File: src/rtl/wb_pkg.sv
// Shared writeback-path types and defaults used by the RW stage, MAC queue and port arbiter.
package wb_pkg;

  localparam int unsigned WB_ADDR_W = 5;
  localparam int unsigned WB_DATA_W = 32;

  typedef struct packed {
    logic [WB_ADDR_W-1:0] addr;
    logic [WB_DATA_W-1:0] data;
  } wb_req_t;

  typedef enum logic {
    ST_NORMAL = 1'b0,
    ST_STEAL  = 1'b1
  } arb_state_e;

  typedef enum logic [2:0] {
    OP_IMMEDIATE = 3'd0,
    OP_REG_REG   = 3'd1,
    OP_LOAD      = 3'd2,
    OP_STORE     = 3'd3,
    OP_BRANCH    = 3'd4,
    OP_MAC       = 3'd5
  } wb_opcode_e;

endpackage

File: src/rtl/wb_port_arbiter_if.sv
// Bundles the RW-stage, MAC-unit, register-file and hazard signals around the write-port arbiter.
interface wb_port_arbiter_if
  import wb_pkg::*;
#(
  parameter int unsigned DATA_W = WB_DATA_W,
  parameter int unsigned ADDR_W = WB_ADDR_W
) ();

  localparam int unsigned NREG = 1 << ADDR_W;

  logic              Pipe_Wr_En_In;
  logic [ADDR_W-1:0] Pipe_Wr_Addr_In;
  logic [DATA_W-1:0] Pipe_Wr_Data_In;
  logic              Pipe_Stall_Out;

  logic              Mac_Valid_In;
  logic              Mac_Ready_Out;
  logic [ADDR_W-1:0] Mac_Addr_In;
  logic [DATA_W-1:0] Mac_Data_In;

  logic              Rf_Wr_En_Out;
  logic [ADDR_W-1:0] Rf_Wr_Addr_Out;
  logic [DATA_W-1:0] Rf_Wr_Data_Out;

  logic [NREG-1:0]   Pending_Vec_Out;

  modport slave (
    input  Pipe_Wr_En_In, Pipe_Wr_Addr_In, Pipe_Wr_Data_In,
    input  Mac_Valid_In, Mac_Addr_In, Mac_Data_In,
    output Pipe_Stall_Out, Mac_Ready_Out,
    output Rf_Wr_En_Out, Rf_Wr_Addr_Out, Rf_Wr_Data_Out,
    output Pending_Vec_Out
  );

  modport master (
    output Pipe_Wr_En_In, Pipe_Wr_Addr_In, Pipe_Wr_Data_In,
    output Mac_Valid_In, Mac_Addr_In, Mac_Data_In,
    input  Pipe_Stall_Out, Mac_Ready_Out,
    input  Rf_Wr_En_Out, Rf_Wr_Addr_Out, Rf_Wr_Data_Out,
    input  Pending_Vec_Out
  );

endinterface

File: src/rtl/wb_mac_queue.sv
// Circular MAC result queue with per-entry valid bits, address-match squash and a pending-register vector.
module wb_mac_queue
  import wb_pkg::*;
#(
  parameter int unsigned DATA_W  = WB_DATA_W,
  parameter int unsigned ADDR_W  = WB_ADDR_W,
  parameter int unsigned Q_DEPTH = 2
) (
  input  logic                     clk,
  input  logic                     rst_n,
  input  logic                     push_i,
  input  logic [ADDR_W-1:0]        push_addr_i,
  input  logic [DATA_W-1:0]        push_data_i,
  input  logic                     pop_i,
  input  logic                     squash_en_i,
  input  logic [ADDR_W-1:0]        squash_addr_i,
  output logic                     ready_c_o,
  output logic                     head_present_c_o,
  output logic                     head_valid_c_o,
  output logic [ADDR_W-1:0]        head_addr_c_o,
  output logic [DATA_W-1:0]        head_data_c_o,
  output logic [(1<<ADDR_W)-1:0]   pending_vec_c_o
);

  localparam int unsigned PTR_W = $clog2(Q_DEPTH);
  localparam int unsigned CNT_W = PTR_W + 1;

  logic [Q_DEPTH-1:0] valid_q, valid_d;
  logic [ADDR_W-1:0]  addr_q [Q_DEPTH];
  logic [DATA_W-1:0]  data_q [Q_DEPTH];
  logic [PTR_W-1:0]   head_q, head_d;
  logic [PTR_W-1:0]   tail_q, tail_d;
  logic [CNT_W-1:0]   count_q, count_d;

  // Squash first, then pop clears the head slot, then push claims the tail slot.
  always_comb begin
    valid_d = valid_q;
    head_d  = head_q;
    tail_d  = tail_q;
    count_d = count_q;
    for (int i = 0; i < int'(Q_DEPTH); i++) begin
      if (squash_en_i && (addr_q[i] == squash_addr_i)) valid_d[i] = 1'b0;
    end
    if (pop_i) begin
      valid_d[head_q] = 1'b0;
      head_d          = head_q + PTR_W'(1);
    end
    if (push_i) begin
      valid_d[tail_q] = 1'b1;
      tail_d          = tail_q + PTR_W'(1);
    end
    if (push_i && !pop_i)      count_d = count_q + CNT_W'(1);
    else if (!push_i && pop_i) count_d = count_q - CNT_W'(1);
  end

  always_ff @(posedge clk or negedge rst_n) begin
    if (!rst_n) begin
      valid_q <= '0;
      head_q  <= '0;
      tail_q  <= '0;
      count_q <= '0;
    end else begin
      valid_q <= valid_d;
      head_q  <= head_d;
      tail_q  <= tail_d;
      count_q <= count_d;
    end
  end

  // Payload storage is qualified by valid_q, so it needs no reset.
  always_ff @(posedge clk) begin
    if (push_i) begin
      addr_q[tail_q] <= push_addr_i;
      data_q[tail_q] <= push_data_i;
    end
  end

  always_comb begin
    ready_c_o        = (count_q < CNT_W'(Q_DEPTH));
    head_present_c_o = (count_q != '0);
    head_valid_c_o   = head_present_c_o && valid_q[head_q];
    head_addr_c_o    = addr_q[head_q];
    head_data_c_o    = data_q[head_q];
    pending_vec_c_o  = '0;
    for (int i = 0; i < int'(Q_DEPTH); i++) begin
      if (valid_q[i]) pending_vec_c_o[addr_q[i]] = 1'b1;
    end
  end

endmodule

File: src/rtl/wb_port_arbiter.sv
// Register-file write-port arbiter: pipe writes win, queued MAC results drain, periodic steal bounds MAC wait.
module wb_port_arbiter
  import wb_pkg::*;
#(
  parameter int unsigned DATA_W   = WB_DATA_W,
  parameter int unsigned ADDR_W   = WB_ADDR_W,
  parameter int unsigned Q_DEPTH  = 2,
  parameter int unsigned MAX_WAIT = 4
) (
  input  logic              clk,
  input  logic              rst_n,
  wb_port_arbiter_if.slave  bus
);

  localparam int unsigned CNT_W = $clog2(MAX_WAIT + 1);
  localparam int unsigned NREG  = 1 << ADDR_W;

  arb_state_e        state_q, state_d;
  logic [CNT_W-1:0]  wait_q, wait_d;
  logic              stall_q, stall_d;
  logic              rf_en_q, rf_en_d;
  logic [ADDR_W-1:0] rf_addr_q, rf_addr_d;
  logic [DATA_W-1:0] rf_data_q, rf_data_d;

  logic              pipe_req, pipe_gnt, head_gnt, pop, push, squash_en;
  logic              q_ready, q_head_present, q_head_valid;
  logic [ADDR_W-1:0] q_head_addr;
  logic [DATA_W-1:0] q_head_data;
  logic [NREG-1:0]   q_pending;

  wb_mac_queue #(
    .DATA_W  (DATA_W),
    .ADDR_W  (ADDR_W),
    .Q_DEPTH (Q_DEPTH)
  ) u_queue (
    .clk              (clk),
    .rst_n            (rst_n),
    .push_i           (push),
    .push_addr_i      (bus.Mac_Addr_In),
    .push_data_i      (bus.Mac_Data_In),
    .pop_i            (pop),
    .squash_en_i      (squash_en),
    .squash_addr_i    (bus.Pipe_Wr_Addr_In),
    .ready_c_o        (q_ready),
    .head_present_c_o (q_head_present),
    .head_valid_c_o   (q_head_valid),
    .head_addr_c_o    (q_head_addr),
    .head_data_c_o    (q_head_data),
    .pending_vec_c_o  (q_pending)
  );

  // Grant, pop, squash, wait-counter and next-state decision.
  always_comb begin
    state_d   = state_q;
    wait_d    = wait_q;
    rf_en_d   = 1'b0;
    rf_addr_d = rf_addr_q;
    rf_data_d = rf_data_q;
    pipe_gnt  = 1'b0;
    head_gnt  = 1'b0;
    pop       = 1'b0;
    squash_en = 1'b0;
    pipe_req  = bus.Pipe_Wr_En_In && (bus.Pipe_Wr_Addr_In != '0);

    case (state_q)
      ST_NORMAL: begin
        pipe_gnt  = pipe_req;
        head_gnt  = !pipe_req && q_head_valid;
        pop       = head_gnt || (q_head_present && !q_head_valid);
        squash_en = pipe_gnt;
        if (pop) begin
          wait_d = '0;
        end else if (q_head_valid) begin
          if (wait_q == CNT_W'(MAX_WAIT - 1)) begin
            state_d = ST_STEAL;
            wait_d  = '0;
          end else begin
            wait_d = wait_q + CNT_W'(1);
          end
        end
      end
      ST_STEAL: begin
        head_gnt = q_head_valid;
        pop      = q_head_present;
        wait_d   = '0;
        state_d  = ST_NORMAL;
      end
      default: state_d = ST_NORMAL;
    endcase

    // A MAC result racing a granted pipe write to the same register is already stale.
    push = bus.Mac_Valid_In && q_ready && (bus.Mac_Addr_In != '0) &&
           !(squash_en && (bus.Mac_Addr_In == bus.Pipe_Wr_Addr_In));

    if (pipe_gnt) begin
      rf_en_d   = 1'b1;
      rf_addr_d = bus.Pipe_Wr_Addr_In;
      rf_data_d = bus.Pipe_Wr_Data_In;
    end else if (head_gnt) begin
      rf_en_d   = 1'b1;
      rf_addr_d = q_head_addr;
      rf_data_d = q_head_data;
    end

    stall_d = (state_d == ST_STEAL);
  end

  always_ff @(posedge clk or negedge rst_n) begin
    if (!rst_n) begin
      state_q   <= ST_NORMAL;
      wait_q    <= '0;
      stall_q   <= 1'b0;
      rf_en_q   <= 1'b0;
      rf_addr_q <= '0;
      rf_data_q <= '0;
    end else begin
      state_q   <= state_d;
      wait_q    <= wait_d;
      stall_q   <= stall_d;
      rf_en_q   <= rf_en_d;
      rf_addr_q <= rf_addr_d;
      rf_data_q <= rf_data_d;
    end
  end

  assign bus.Pipe_Stall_Out  = stall_q;
  assign bus.Mac_Ready_Out   = q_ready;
  assign bus.Rf_Wr_En_Out    = rf_en_q;
  assign bus.Rf_Wr_Addr_Out  = rf_addr_q;
  assign bus.Rf_Wr_Data_Out  = rf_data_q;
  assign bus.Pending_Vec_Out = q_pending;

endmodule

File: src/flat_wrapper.sv
// flat-port wrapper written by rule: the top's interface ports become plain ports
module wb_port_arbiter_flat import wb_pkg::*;
#(
  parameter int unsigned DATA_W   = WB_DATA_W,
  parameter int unsigned ADDR_W   = WB_ADDR_W,
  parameter int unsigned Q_DEPTH  = 2,
  parameter int unsigned MAX_WAIT = 4
)
  (clk, rst_n, bus_Pipe_Wr_En_In, bus_Pipe_Wr_Addr_In, bus_Pipe_Wr_Data_In, bus_Mac_Valid_In, bus_Mac_Addr_In, bus_Mac_Data_In, bus_Pipe_Stall_Out, bus_Mac_Ready_Out, bus_Rf_Wr_En_Out, bus_Rf_Wr_Addr_Out, bus_Rf_Wr_Data_Out, bus_Pending_Vec_Out);
  wb_port_arbiter_if #(.DATA_W(DATA_W), .ADDR_W(ADDR_W)) bus_i ();
  input  logic clk;
  input  logic rst_n;
  input wire logic [$bits(bus_i.Pipe_Wr_En_In)-1:0] bus_Pipe_Wr_En_In;
  input wire logic [$bits(bus_i.Pipe_Wr_Addr_In)-1:0] bus_Pipe_Wr_Addr_In;
  input wire logic [$bits(bus_i.Pipe_Wr_Data_In)-1:0] bus_Pipe_Wr_Data_In;
  input wire logic [$bits(bus_i.Mac_Valid_In)-1:0] bus_Mac_Valid_In;
  input wire logic [$bits(bus_i.Mac_Addr_In)-1:0] bus_Mac_Addr_In;
  input wire logic [$bits(bus_i.Mac_Data_In)-1:0] bus_Mac_Data_In;
  output wire logic [$bits(bus_i.Pipe_Stall_Out)-1:0] bus_Pipe_Stall_Out;
  output wire logic [$bits(bus_i.Mac_Ready_Out)-1:0] bus_Mac_Ready_Out;
  output wire logic [$bits(bus_i.Rf_Wr_En_Out)-1:0] bus_Rf_Wr_En_Out;
  output wire logic [$bits(bus_i.Rf_Wr_Addr_Out)-1:0] bus_Rf_Wr_Addr_Out;
  output wire logic [$bits(bus_i.Rf_Wr_Data_Out)-1:0] bus_Rf_Wr_Data_Out;
  output wire logic [$bits(bus_i.Pending_Vec_Out)-1:0] bus_Pending_Vec_Out;
  assign bus_i.Pipe_Wr_En_In = bus_Pipe_Wr_En_In;
  assign bus_i.Pipe_Wr_Addr_In = bus_Pipe_Wr_Addr_In;
  assign bus_i.Pipe_Wr_Data_In = bus_Pipe_Wr_Data_In;
  assign bus_i.Mac_Valid_In = bus_Mac_Valid_In;
  assign bus_i.Mac_Addr_In = bus_Mac_Addr_In;
  assign bus_i.Mac_Data_In = bus_Mac_Data_In;
  assign bus_Pipe_Stall_Out = bus_i.Pipe_Stall_Out;
  assign bus_Mac_Ready_Out = bus_i.Mac_Ready_Out;
  assign bus_Rf_Wr_En_Out = bus_i.Rf_Wr_En_Out;
  assign bus_Rf_Wr_Addr_Out = bus_i.Rf_Wr_Addr_Out;
  assign bus_Rf_Wr_Data_Out = bus_i.Rf_Wr_Data_Out;
  assign bus_Pending_Vec_Out = bus_i.Pending_Vec_Out;
  wb_port_arbiter #(.DATA_W(DATA_W), .ADDR_W(ADDR_W), .Q_DEPTH(Q_DEPTH), .MAX_WAIT(MAX_WAIT)) u_core (.clk(clk), .rst_n(rst_n), .bus(bus_i));
endmodule
File: config.mk
export PLATFORM = sky130hd
export DESIGN_NAME = wb_port_arbiter_flat
export DESIGN_NICKNAME = d
export VERILOG_FILES = /design/src/rtl/wb_pkg.sv /design/src/rtl/wb_port_arbiter_if.sv /design/src/rtl/wb_mac_queue.sv /design/src/rtl/wb_port_arbiter.sv /design/src/flat_wrapper.sv
export SDC_FILE = /design/constraint.sdc
export NUM_CORES = 1
export LEC_CHECK = 0
export ABC_AREA = 1
export CAP_MARGIN = 25
export CORE_UTILIZATION = 40
export CTS_BUF_LIST = sky130_fd_sc_hd__clkbuf_8
export CTS_CLUSTER_SIZE = 28
export DETAILED_ROUTE_END_ITERATION = 10
export HOLD_SLACK_MARGIN = 0.1
export PLACE_DENSITY_LB_ADDON = 0.12
export SYNTH_ARGS = -nofsm -noshare
export SYNTH_HDL_FRONTEND = slang
export SYNTH_SLANG_ARGS = --single-unit
File: constraint.sdc
create_clock -name clk -period 2.68 [get_ports clk]
set_input_delay 0.67 -clock clk [delete_from_list [all_inputs] [get_ports clk]]
set_output_delay 0.67 -clock clk [all_outputs]
set_load 0.02 [all_outputs]
After elaboration in Yosys (flattened, before gate mapping) --
Memory sizes are Yosys's and may differ from the RTL's. Cells that the tools add are included.
Storage, ports and cells: register bits 48, bits in latches 0, RAM bits 74, bits in read-only memories 0, input port bits 78, output and inout port bits 72, logic and storage cells 99, memories kept 2
Cells by class: $add $sub $neg 5, multiply operators 0, div/mod/pow operators 0, order comparisons 9, equal/unequal tests 5, shift-type cells 0, mux-type cells 37, bitwise logic cells 5, reduce and logical (&&, ||, !) cells 27
Memories:
- u_core.u_queue.data_q | depth 2, width 32, rd ports 1, clocked after memory_dff 0, wr ports 1, line wb_mac_queue.sv:30 | logic [DATA_W-1:0] data_q [Q_DEPTH];
- u_core.u_queue.addr_q | depth 2, width 5, rd ports 3, clocked after memory_dff 0, wr ports 1, line wb_mac_queue.sv:29 | logic [ADDR_W-1:0] addr_q [Q_DEPTH];
Operators with widths (count):
- 32-bit 2-to-1 mux | 4
- 32-bit bitwise OR | 1
- 1-bit logical AND | 16
- 1-bit 2-to-1 mux | 16
- 5-bit equality test | 3
- 5-bit by 6-bit < comparator with 1-bit output, second input constant | 2
- 1-bit demux with 5-bit select | 2
- 5-bit by 1-bit >= comparator with 1-bit output, second input constant | 2
- 5-bit 2-to-1 mux | 2
- 5-bit nonzero test | 2
- 3-bit 2-to-1 mux | 3
- 2-bit 2-to-1 mux | 4
- 1-bit one-hot mux with 2 select lines | 3
- 3-bit one-hot mux with 2 select lines | 1
- 2-bit nonzero test | 3
- 1-bit zero test | 5
- 1-bit by 2-bit < comparator with 1-bit output, second input constant | 2
- 3-bit by 1-bit adder with 3-bit output, second input constant | 1
- 3-bit by 2-bit equality test with 1-bit output, second input constant | 1
- 3-bit by 1-bit inequality test with 1-bit output, second input constant | 1
- 1-bit adder, second input constant | 2
- 2-bit by 1-bit adder with 2-bit output, second input constant | 1
- 2-bit AND | 1
- 1-bit demux with 1-bit select | 2
- 7 further kinds | 8

Depth between registers and ports, before layout --
depth after elaboration 10, mapped depth 12, mapped depth without buffers 12

Cells and area by module --
A second synthesis with hierarchy kept.
Unflattened totals: cells, all modules 683, area, all modules 6208.5 µm²
By module, submodules not included:
- wb_mac_queue | instances 1, cells each 298, area each 3573.4 µm², seq. area each 2372.3 µm²
- wb_port_arbiter | instances 1, cells each 385, area each 2635.0 µm², seq. area each 1051.0 µm²

Worst setup path after synthesis --
Ideal clock, no wire load.
kind input port to flip-flop, start in bus_Pipe_Wr_Addr_In[2], end mem u_core.u_queue.addr_q[0][0] (netlist bit) (enable), library setup time 392 ps, arrival time 2111 ps, required time 2288 ps, slack 177 ps, stages on the path 8, buffers on the path 1, cell sequence nor2_1 > nand3_2 > nand2_2 > nor2_4 > buf_4 > nand2_1 > nand3_1 > inv_1
On the way: word-level cells in the longest chain between the ends 8, elaborated cells between the ends (all ways) 9, those cells by class 1 x eq/ne; 3 x mux; 5 x reduce/logical
RTL lines:
- start: declaration | line flat_wrapper.sv:14 | input wire logic [$bits(bus_i.Pipe_Wr_Addr_In)-1:0] bus_Pipe_Wr_Addr_In;
- 5-bit nonzero test | line wb_port_arbiter.sv:63 | pipe_req = bus.Pipe_Wr_En_In && (bus.Pipe_Wr_Addr_In != '0);
- 1-bit logical AND | line wb_port_arbiter.sv:63
- 1-bit 2-to-1 mux | line wb_port_arbiter.sv:65 | case (state_q)
- 1-bit logical AND (*) | line wb_port_arbiter.sv:93 | !(squash_en && (bus.Mac_Addr_In == bus.Pipe_Wr_Addr_In));
- 1-bit zero test (*) | line wb_port_arbiter.sv:93
- 1-bit logical AND (*) | line wb_port_arbiter.sv:92 | push = bus.Mac_Valid_In && q_ready && (bus.Mac_Addr_In != '0) &&
- 1-bit 2-to-1 mux (*) | line wb_mac_queue.sv:72 | if (push_i) begin
- 1-bit 2-to-1 mux (implied by the code) (*) | line wb_mac_queue.sv:73 | addr_q[tail_q] <= push_addr_i;
- end: declaration | line wb_mac_queue.sv:29
Every way passes the cells marked *; elsewhere a longest branch is shown, timed or not.

==> impl_metrics.csv <==
group,metric,value,unit
status,status,"finished clean",
sta,worst_slew_pin_slew,0.757,ns
global_routing,grt_usage,21.8,%
clock_network,insertion_delay,0.43,ns
sta,worst_hold_slack,0.476,ns
die,dieWidth,121,um
power_and_ir_drop,p_leak,3.51,nW
finish,fin_util,57.7,%
sta,min_period,2.55,ns
worst_setup_path,worstPathMaxFanout,8,
synth,synth_top_area_share,39.0,%
finish,num_antenna_cells,0,
synth,ys_ff_latch,122,
sta,fmax,0.392,GHz
worst_setup_path,crit_type,"flop to primary output",
synth,yosysWarnings,0,
synth,synth-xor-area-share,1.08,%
sta,worst_slack,0.128,ns
clock_network,clock-sinks,122,
synth,synthesis.area,5700,sq um
sta,setup_violations,0,
finish,layout.nets,882,
placed_design,dpl_cell_area,7490,sq um
finish,final_common_cell,"nand2_1",
route,first_pass_iters,5,
synth,synth-seq-area-share,60.1,%
finish,final_layout_size_suffix_gt1_share,10.7,%
sta,fin_skew,0.00947,ns
route,wl,15300,um
route,route.detailed.drc,0,
die,start_util,41.1,%
synth,ys_types,23,
placed_design,routabilityCongestion,0.873,
sta,hold_violations,0,
synth,synthAdderAreaFrac,0.439,%
worst_setup_path,crit_path_end_kind,"primary output",
run,maxCapViolCount,0,
global_routing,grt_antenna_before_repair,0,
synth,yosys.area_share.simple,29.5,%
synth,synthCells,627,
finish,mostFrequentLayoutCells,"nand2_1 (225), nand3_1 (127), clkdlybuf4s50_1 (116), edfxtp_1 (74), dfrtp_1 (47)",
clock_network,cts_root_buf,"clkbuf_8",
die,chipHeight,121,um
synth,syn_nets,707,
route,postRouteAntennaNets,0,
synth,synthMuxAreaShare,0,%
route,num_vias,5027,
global_routing,grt_pass1_wl,24400,um
route,vias_per_cell,5.05,
power_and_ir_drop,p_total,7.22,mW
clock_network,htreeDepth,4,
die,dieArea,14700,sq um
sta,slew_violations,0,
route,drt_iter0_markers,334,
min_path,hold_class,"flop to flop",
synth,syn_avg_cell_area,9.09,sq um
placed_design,io_buffers,149,
global_routing,grt_pass1_vias,4919,
die,ios,150,
global_routing,grt_max_degree,40,
global_routing,grt_overflow,0,
sta,maxSlewHeadroom,49.5,%
synth,synthTopCellsByArea,"edfxtp_1 (39%), dfrtp_1 (21%), nand2_1 (15%)",
die,core_area,13900,sq um
placed_design,dp_hpwl,10300,um
sta,post-route-period-util,95.2,%
finish,fin_area,8010,sq um
synth,synth_top_area_cell,"edfxtp_1",
worst_setup_path,arrival,1.88,ns
clock_network,cts_buffers,17,
worst_setup_path,cp-start-kind,"flop",
route,routedWlPerCell,15.3,um
clock_network,cts.clk_slew.worst_paths,0.07,ns
synth,synth_top_family_by_area,"simple AND/OR/NAND/NOR gates",
power_and_ir_drop,powerDensity,902,nW/um^2
clock_network,clock_path_buffers,2,
sta,rsz0062_at_grt,"true",
worst_setup_path,cp.required,2.01,ns
synth,synth_compound_area_share,3.69,%
die,rows,43,
finish,syn_to_final_growth,40.5,%
power_and_ir_drop,peakVddDrop,0.529,mV
clock_network,cts_tree,"yes",
placed_design,dp_slack,0.0135,ns
-- metrics by stage --
stage          cells  setup TNS [ns]
2_1_floorplan    627               0
3_3_place_gp     952               0
3_5_place_dp     952               0
4_1_cts          995               0
5_1_grt          995          -0.233
6_report         995               0
-- logic make-up (layout without fill, tap and decap cells) --
family                   count (synthesis)  count (layout)
AND/OR/NAND/NOR                        392             392
flip-flops                             122             122
buffers and inverters                   62             250
AO/OA/AOI/OAI                           42              42
XOR/XNOR                                 7               7
adder cells (fa/ha/maj)                  2               2
-- Yosys cell counts --
| library cell | number |
|---|---|
| nor2_1 | 18 |
| buf_2 | 8 |
| and2_4 | 1 |
| inv_4 | 1 |
| xnor2_1 | 6 |
| nand3_2 | 1 |
| nand2_1 | 225 |
| nand4_1 | 1 |
| edfxtp_1 | 74 |
| a21oi_1 | 2 |
| dfrtp_1 | 48 |
| nand3_1 | 131 |
| inv_1 | 29 |
| ha_1 | 2 |
| buf_4 | 4 |
| nor3_1 | 12 |
| nand2_2 | 1 |
| o21ai_0 | 40 |
| clkbuf_1 | 12 |
| xor2_1 | 1 |
| buf_6 | 5 |
| inv_2 | 3 |
| nor2_4 | 2 |
-- where the power goes --
group | internal [mW] | switching, mW
clock | 0.878 | 0.700
combinational | 1.13 | 1.72
sequential | 2.51 | 0.289
total | 4.51 | 2.71
-- sequential cells by signal, summed over array words and instances (netlist names) --
name / cells
u_core.u_queue.data_q: 64
u_core.bus.Rf_Wr_Data_Out: 32
u_core.u_queue.addr_q: 10
u_core.bus.Rf_Wr_Addr_Out: 5
u_core.wait_q: 3
u_core.u_queue.count_q: 2
u_core.u_queue.valid_q: 2
u_core.bus.Rf_Wr_En_Out: 1
u_core.state_q: 1
u_core.u_queue.head_q: 1
u_core.u_queue.tail_q: 1
-- worst paths after layout --
kind                                                       start                                        to  slack, ns  cells past startpoint
setup reg to reg               u_core.u_queue.head_q$_DFFE_PN0P_     u_core.u_queue.count_q[1]$_DFFE_PN0P_       0.73                     10
setup / recovery           u_core.u_queue.addr_q[1][1]$_DFFE_PP_                   bus_Pending_Vec_Out[25]       0.13                      4
hold reg to reg            u_core.u_queue.count_q[0]$_DFFE_PN0P_     u_core.u_queue.count_q[0]$_DFFE_PN0P_       0.48                      1
hold / removal             u_core.u_queue.count_q[0]$_DFFE_PN0P_     u_core.u_queue.count_q[0]$_DFFE_PN0P_       0.48                      1
max in group asynchronous                                  rst_n         u_core.u_queue.head_q$_DFFE_PN0P_       1.52                      3
min in group asynchronous                                  rst_n  u_core.bus.Rf_Wr_Addr_Out[3]$_DFFE_PN0P_       0.58                      2
-- layout make-up --
class                   count  area (sq um)
fillers                  1241          5870
flip-flops and latches    122          3420
multi-input cells         443          2060
repair buffers            185          1780
clock buffers              20           275
well taps                 180           225
inverters                  33           126
clock inverters            12           109
-- timing repair --
action	in CTS	in global routing
hold buffers	1	0
endpoints found under the setup margin	32	13
buffers inserted	10	0
gates resized for setup	44	8
hold endpoints to repair	3	0
-- routing by layer --
layer / vias up / GRT usage, % / routed length (um)
met1: 2369 / 27.2 / 6800
li1: 2456 / - / -
met5: - / 0 / 0
met2: 180 / 36.9 / 7390
met3: 22 / 4.93 / 825
met4: 0 / 8.18 / 240
-- critical path, stage by stage (launching register included) --
cell             delay (ns)
edfxtp_1               0.49
inv_1                  0.17
nand3_2                0.20
o21ai_0                0.26
clkdlybuf4s15_1        0.33
No activity file was read; power rests on OpenSTA's default activity.
==> variant 1: new RTL, same flow settings <==
`WB_ADDR_W`: 5 -> 6.
--- a/src/rtl/wb_pkg.sv
+++ b/src/rtl/wb_pkg.sv
@@ -1,7 +1,7 @@
 // Shared writeback-path types and defaults used by the RW stage, MAC queue and port arbiter.
 package wb_pkg;
 
-  localparam int unsigned WB_ADDR_W = 5;
+  localparam int unsigned WB_ADDR_W = 6;
   localparam int unsigned WB_DATA_W = 32;
 
   typedef struct packed {
Ports: changed (resized bus_Mac_Addr_In, bus_Pending_Vec_Out, bus_Pipe_Wr_Addr_In and bus_Rf_Wr_Addr_Out); port bits go from 150 to 185. No check against the original RTL was run, so the function may have changed too.
==> variant 1 against the original RTL <==
The flow now finishes with violations (setup timing); register-to-register slack worse by 0.20 ns; routed wire length up 34%; sequential cell count grew 3; synthesized area up 13%; total power is 15% higher; design area up 17%; setup slack lost 0.14 ns; highest routed layer unchanged.
==> variant 1: results <==
export IMPL_wl_met1_microns=8640
export IMPL_grt_usage=0.252
export IMPL_p_leak_nw=3.84
export IMPL_grt_max_degree=50
export IMPL_status="finished, violations left"
export IMPL_synth_nets=779
export IMPL_wl_met3_microns=1310
export IMPL_path_max_fanout=5
export IMPL_cts_setup_buffers=8
export IMPL_synthArstFlopShare=0.392
export IMPL_route_met2_wl_microns=9880
export IMPL_clock_skew_ns=0.0166
export IMPL_avgRoutedWirePerCell_microns=17.3
export IMPL_cts_resized=197
export IMPL_setup_ws_ns=-0.0158
export IMPL_pre_cts_ws_ns=-0.108
export IMPL_fin_total_pwr_mw=8.31
export IMPL_grt_pass1_wl_microns=31900
export IMPL_power_internal_mw=5.01
export IMPL_hpwlAfterDp_microns=15000
export IMPL_setup_viol=1
export IMPL_ys_types=35
export IMPL_tightest_slew_ns=0.698
export IMPL_drive_gt1_frac=0.277
export IMPL_synth_area_top_cells="edfxtp_1 35%, dfrtp_1 19%, nand2_1 9.8%"
export IMPL_viasPerCell=5.27
export IMPL_synth_seq_area_share=0.543
export IMPL_max_stage_delay_ns=0.41
export IMPL_synth_adder_area_share=0.00388
export IMPL_hold_class="input pin to async pin"
export IMPL_violations="setup timing"
export IMPL_gp_congestion=0.934
-- variant 1: cell type report --
type,instances,area share
sequential,125,0.376
multi-input combinational,476,0.286
timing repair buffer,262,0.241
tap,216,0.0289
inverter,66,0.0268
clock buffer,18,0.0265
clock inverter,14,0.0142
-- variant 1: path summary, 6_finish.rpt --
kind | slack [ns] | cells past startpoint | from | to
max | -0.02 | 6 | u_core.u_queue.addr_q[1][1]$_DFFE_PP_ | bus_Pending_Vec_Out[41]
min | 0.37 | 2 | rst_n | u_core.bus.Rf_Wr_Data_Out[27]$_DFFE_PN0P_
max reg2reg | 0.53 | 10 | u_core.u_queue.head_q$_DFFE_PN0P_ | u_core.u_queue.count_q[1]$_DFFE_PN0P_
min reg2reg | 0.52 | 2 | u_core.wait_q[2]$_DFFE_PN0P_ | u_core.wait_q[2]$_DFFE_PN0P_
max in group asynchronous | 1.82 | 2 | rst_n | u_core.u_queue.valid_q[1]$_DFF_PN0_
min in group clk | 0.52 | 2 | u_core.wait_q[2]$_DFFE_PN0P_ | u_core.wait_q[2]$_DFFE_PN0P_
-- variant 1: critical path, delay by kind of cell, from the launching register on --
| family | cells | cell delay, ns |
|---|---|---|
| compound gates | 1 | 0.20 |
| buf+inv | 4 | 0.73 |
| simple gates | 1 | 0.27 |
| flops | 1 | 0.41 |
-- variant 1: per-stage QoR --
| step | area [sq um] | instances | TNS (ns) |
|---|---|---|---|
| floorplan | 6460 | 697 | 0 |
| global placement | 8910 | 1134 | -0.333 |
| detailed placement | 8940 | 1135 | -0.476 |
| CTS | 9430 | 1175 | -0.0888 |
| global route | 9340 | 1177 | -0.179 |
| finish | 9340 | 1177 | -0.0158 |
-- variant 1: metal layers --
metal  up-vias  GRT usage
met5         -          0
met4         0      0.108
met3        35     0.0582
met2       256      0.431
met1      2968      0.305
li1       2943          -
==> variant 2: new RTL, same flow settings <==
Without the edit above. Reset style: synchronous (`rst_n`), changed in 2 clocked blocks.
--- a/src/rtl/wb_mac_queue.sv
+++ b/src/rtl/wb_mac_queue.sv
@@ -53,7 +53,7 @@
     else if (!push_i && pop_i) count_d = count_q - CNT_W'(1);
   end
 
-  always_ff @(posedge clk or negedge rst_n) begin
+  always_ff @(posedge clk) begin
     if (!rst_n) begin
       valid_q <= '0;
       head_q  <= '0;
--- a/src/rtl/wb_port_arbiter.sv
+++ b/src/rtl/wb_port_arbiter.sv
@@ -105,7 +105,7 @@
     stall_d = (state_d == ST_STEAL);
   end
 
-  always_ff @(posedge clk or negedge rst_n) begin
+  always_ff @(posedge clk) begin
     if (!rst_n) begin
       state_q   <= ST_NORMAL;
       wait_q    <= '0;
Function: differs if rst_n is asserted again (counterexample within 4 cycles, from zero or initial values and one cycle with rst_n low); with rst_n held inactive, the same outputs for 4 cycles.
==> variant 2 against the original RTL <==
Die area is 0.35% lower; global-route usage is 1.2 points lower; design area is 0.42% higher; total power is 20% lower; register-to-register slack better by 0.03 ns; synthesized area is 0.35% lower; routed wire length is 5.6% lower; sequential cell count is 1 higher; setup slack worse by 0.044 ns; via count is 4.7% lower.
==> variant 2: results <==
export IMPL_status="complete, no violations"
export IMPL_synth_cells=614
export IMPL_place_inst=949
export IMPL_clock_latency_ns=0.44
export IMPL_synthArstFlopShare=0
export IMPL_reg2reg_from="u_core.u_queue.valid_q[1]$_SDFF_PN0_"
export IMPL_grt_usage=0.206
export IMPL_switching_share=0.304
export IMPL_synth_nets=694
export IMPL_p_seq_mw=2.49
export IMPL_place_area_sq_mm=0.00749
export IMPL_wl_met1_microns=6570
export IMPL_wl_met3_microns=772
export IMPL_route_met2_wl_microns=6790
export IMPL_reg2reg_to="u_core.u_queue.count_q[1]$_SDFFE_PN0P_"
export IMPL_min_from="u_core.wait_q[2]$_SDFFE_PN0P_"
export IMPL_drtPass1Iterations=6
export IMPL_clock_skew_ns=0.0127
export IMPL_grt_max_degree=37
export IMPL_synth_edff_count=74
export IMPL_largest_register_ffs=64
export IMPL_switchingPower_mw=1.76
export IMPL_tightest_slew_ns=0.876
export IMPL_synth_area_top_cells="edfxtp_1 39%, dfxtp_1 17%, nand2_1 13%"
export IMPL_setup_ws_ns=0.0848
export IMPL_ff2ff_setup_slack_ns=0.76
export IMPL_cts_buffer_depth=2
export IMPL_grt_use_met1=0.253
export IMPL_p_clk_mw=1.67
export IMPL_p_leak_nw=3.71
export IMPL_fin_nets=873
export IMPL_drtIter0Drc=245
export IMPL_grt_pass1_wl_microns=22900
export IMPL_gp_congestion=0.880
export IMPL_ys_types=27
export IMPL_grt_met3_usage=0.0555
export IMPL_max_stage_delay_ns=0.48
export IMPL_viasPerCell=4.86
export IMPL_hpwlAfterDp_microns=10200
export IMPL_rr_worst_depth=11
export IMPL_cp_slowest_cell="edfxtp_1"
export IMPL_crit_path_end="bus_Pending_Vec_Out[30]"
export IMPL_grt_use_met2=0.339
export IMPL_grt_pass1_vias=4803
export IMPL_instances_no_fill=986
export IMPL_pre_cts_ws_ns=-0.0681
export IMPL_drive_gt1_frac=0.167
export IMPL_clk_pin_slew_ns=0.07
export IMPL_crit_path_start="u_core.u_queue.addr_q[1][0]$_DFFE_PP_"
export IMPL_synthTopCellsByCount="201 x nand2_1, 74 x edfxtp_1, 64 x inv_1, 55 x nand3_1, 49 x dfxtp_1"
export IMPL_synth_seq_area_share=0.564
export IMPL_top_register="u_core.u_queue.data_q"
export IMPL_avgRoutedWirePerCell_microns=14.6
export IMPL_cp_data_arrival_time_ns=1.93
export IMPL_max_vdd_ir_drop_mv=0.446
==> variant 2: worst min-delay path by stage <==
| stage | endpoint | slack (ns) | cells after the start |
|---|---|---|---|
| 3_3_place_gp | u_core.wait_q[2]$_SDFFE_PN0P_ | 0.43 | 2 |
| 2_1_floorplan | u_core.wait_q[2]$_SDFFE_PN0P_ | 0.42 | 2 |
| 5_1_grt | u_core.wait_q[2]$_SDFFE_PN0P_ | 0.47 | 2 |
| 6_report | u_core.wait_q[2]$_SDFFE_PN0P_ | 0.44 | 2 |
| 4_1_cts | u_core.wait_q[2]$_SDFFE_PN0P_ | 0.45 | 2 |
| 3_5_place_dp | u_core.wait_q[2]$_SDFFE_PN0P_ | 0.44 | 2 |
==> variant 2: worst register-to-register path: cells and delay by family, from the launching register on <==
kind | cells | cell delay, ns
fa+ha+maj | 1 | 0.25
flops | 1 | 0.52
compound gates | 4 | 0.47
buf+inv | 1 | 0.04
simple gates | 5 | 0.52
==> variant 2: final cells by class <==
cell class	count	area, sq um
fillers	1199	5840
flip-flops and latches	123	3200
multi-input cells	402	2140
repair buffers	180	1800
clock buffers	20	275
inverters	69	259
well taps	180	225
clock inverters	12	133
==> variant 2: what timing repair did <==
action / CTS / global route
buffers inserted: 5 / 0
gates resized for setup: 23 / 39
endpoints found under the hold margin: 0 / 0
setup endpoints to repair: 32 / 32
==> variant 2: cells by family (layout without fill, tap and decap cells) <==
kind of cell | after synthesis | in the layout | share of synthesized area
simple gates | 306 | 306 | 0.233
compound gates | 56 | 56 | 0.0522
fa+ha+maj | 2 | 2 | 0.00441
buf+inv | 89 | 281 | 0.0734
flops | 123 | 123 | 0.564
mux | 32 | 32 | 0.0635
xor+xnor | 6 | 6 | 0.00925
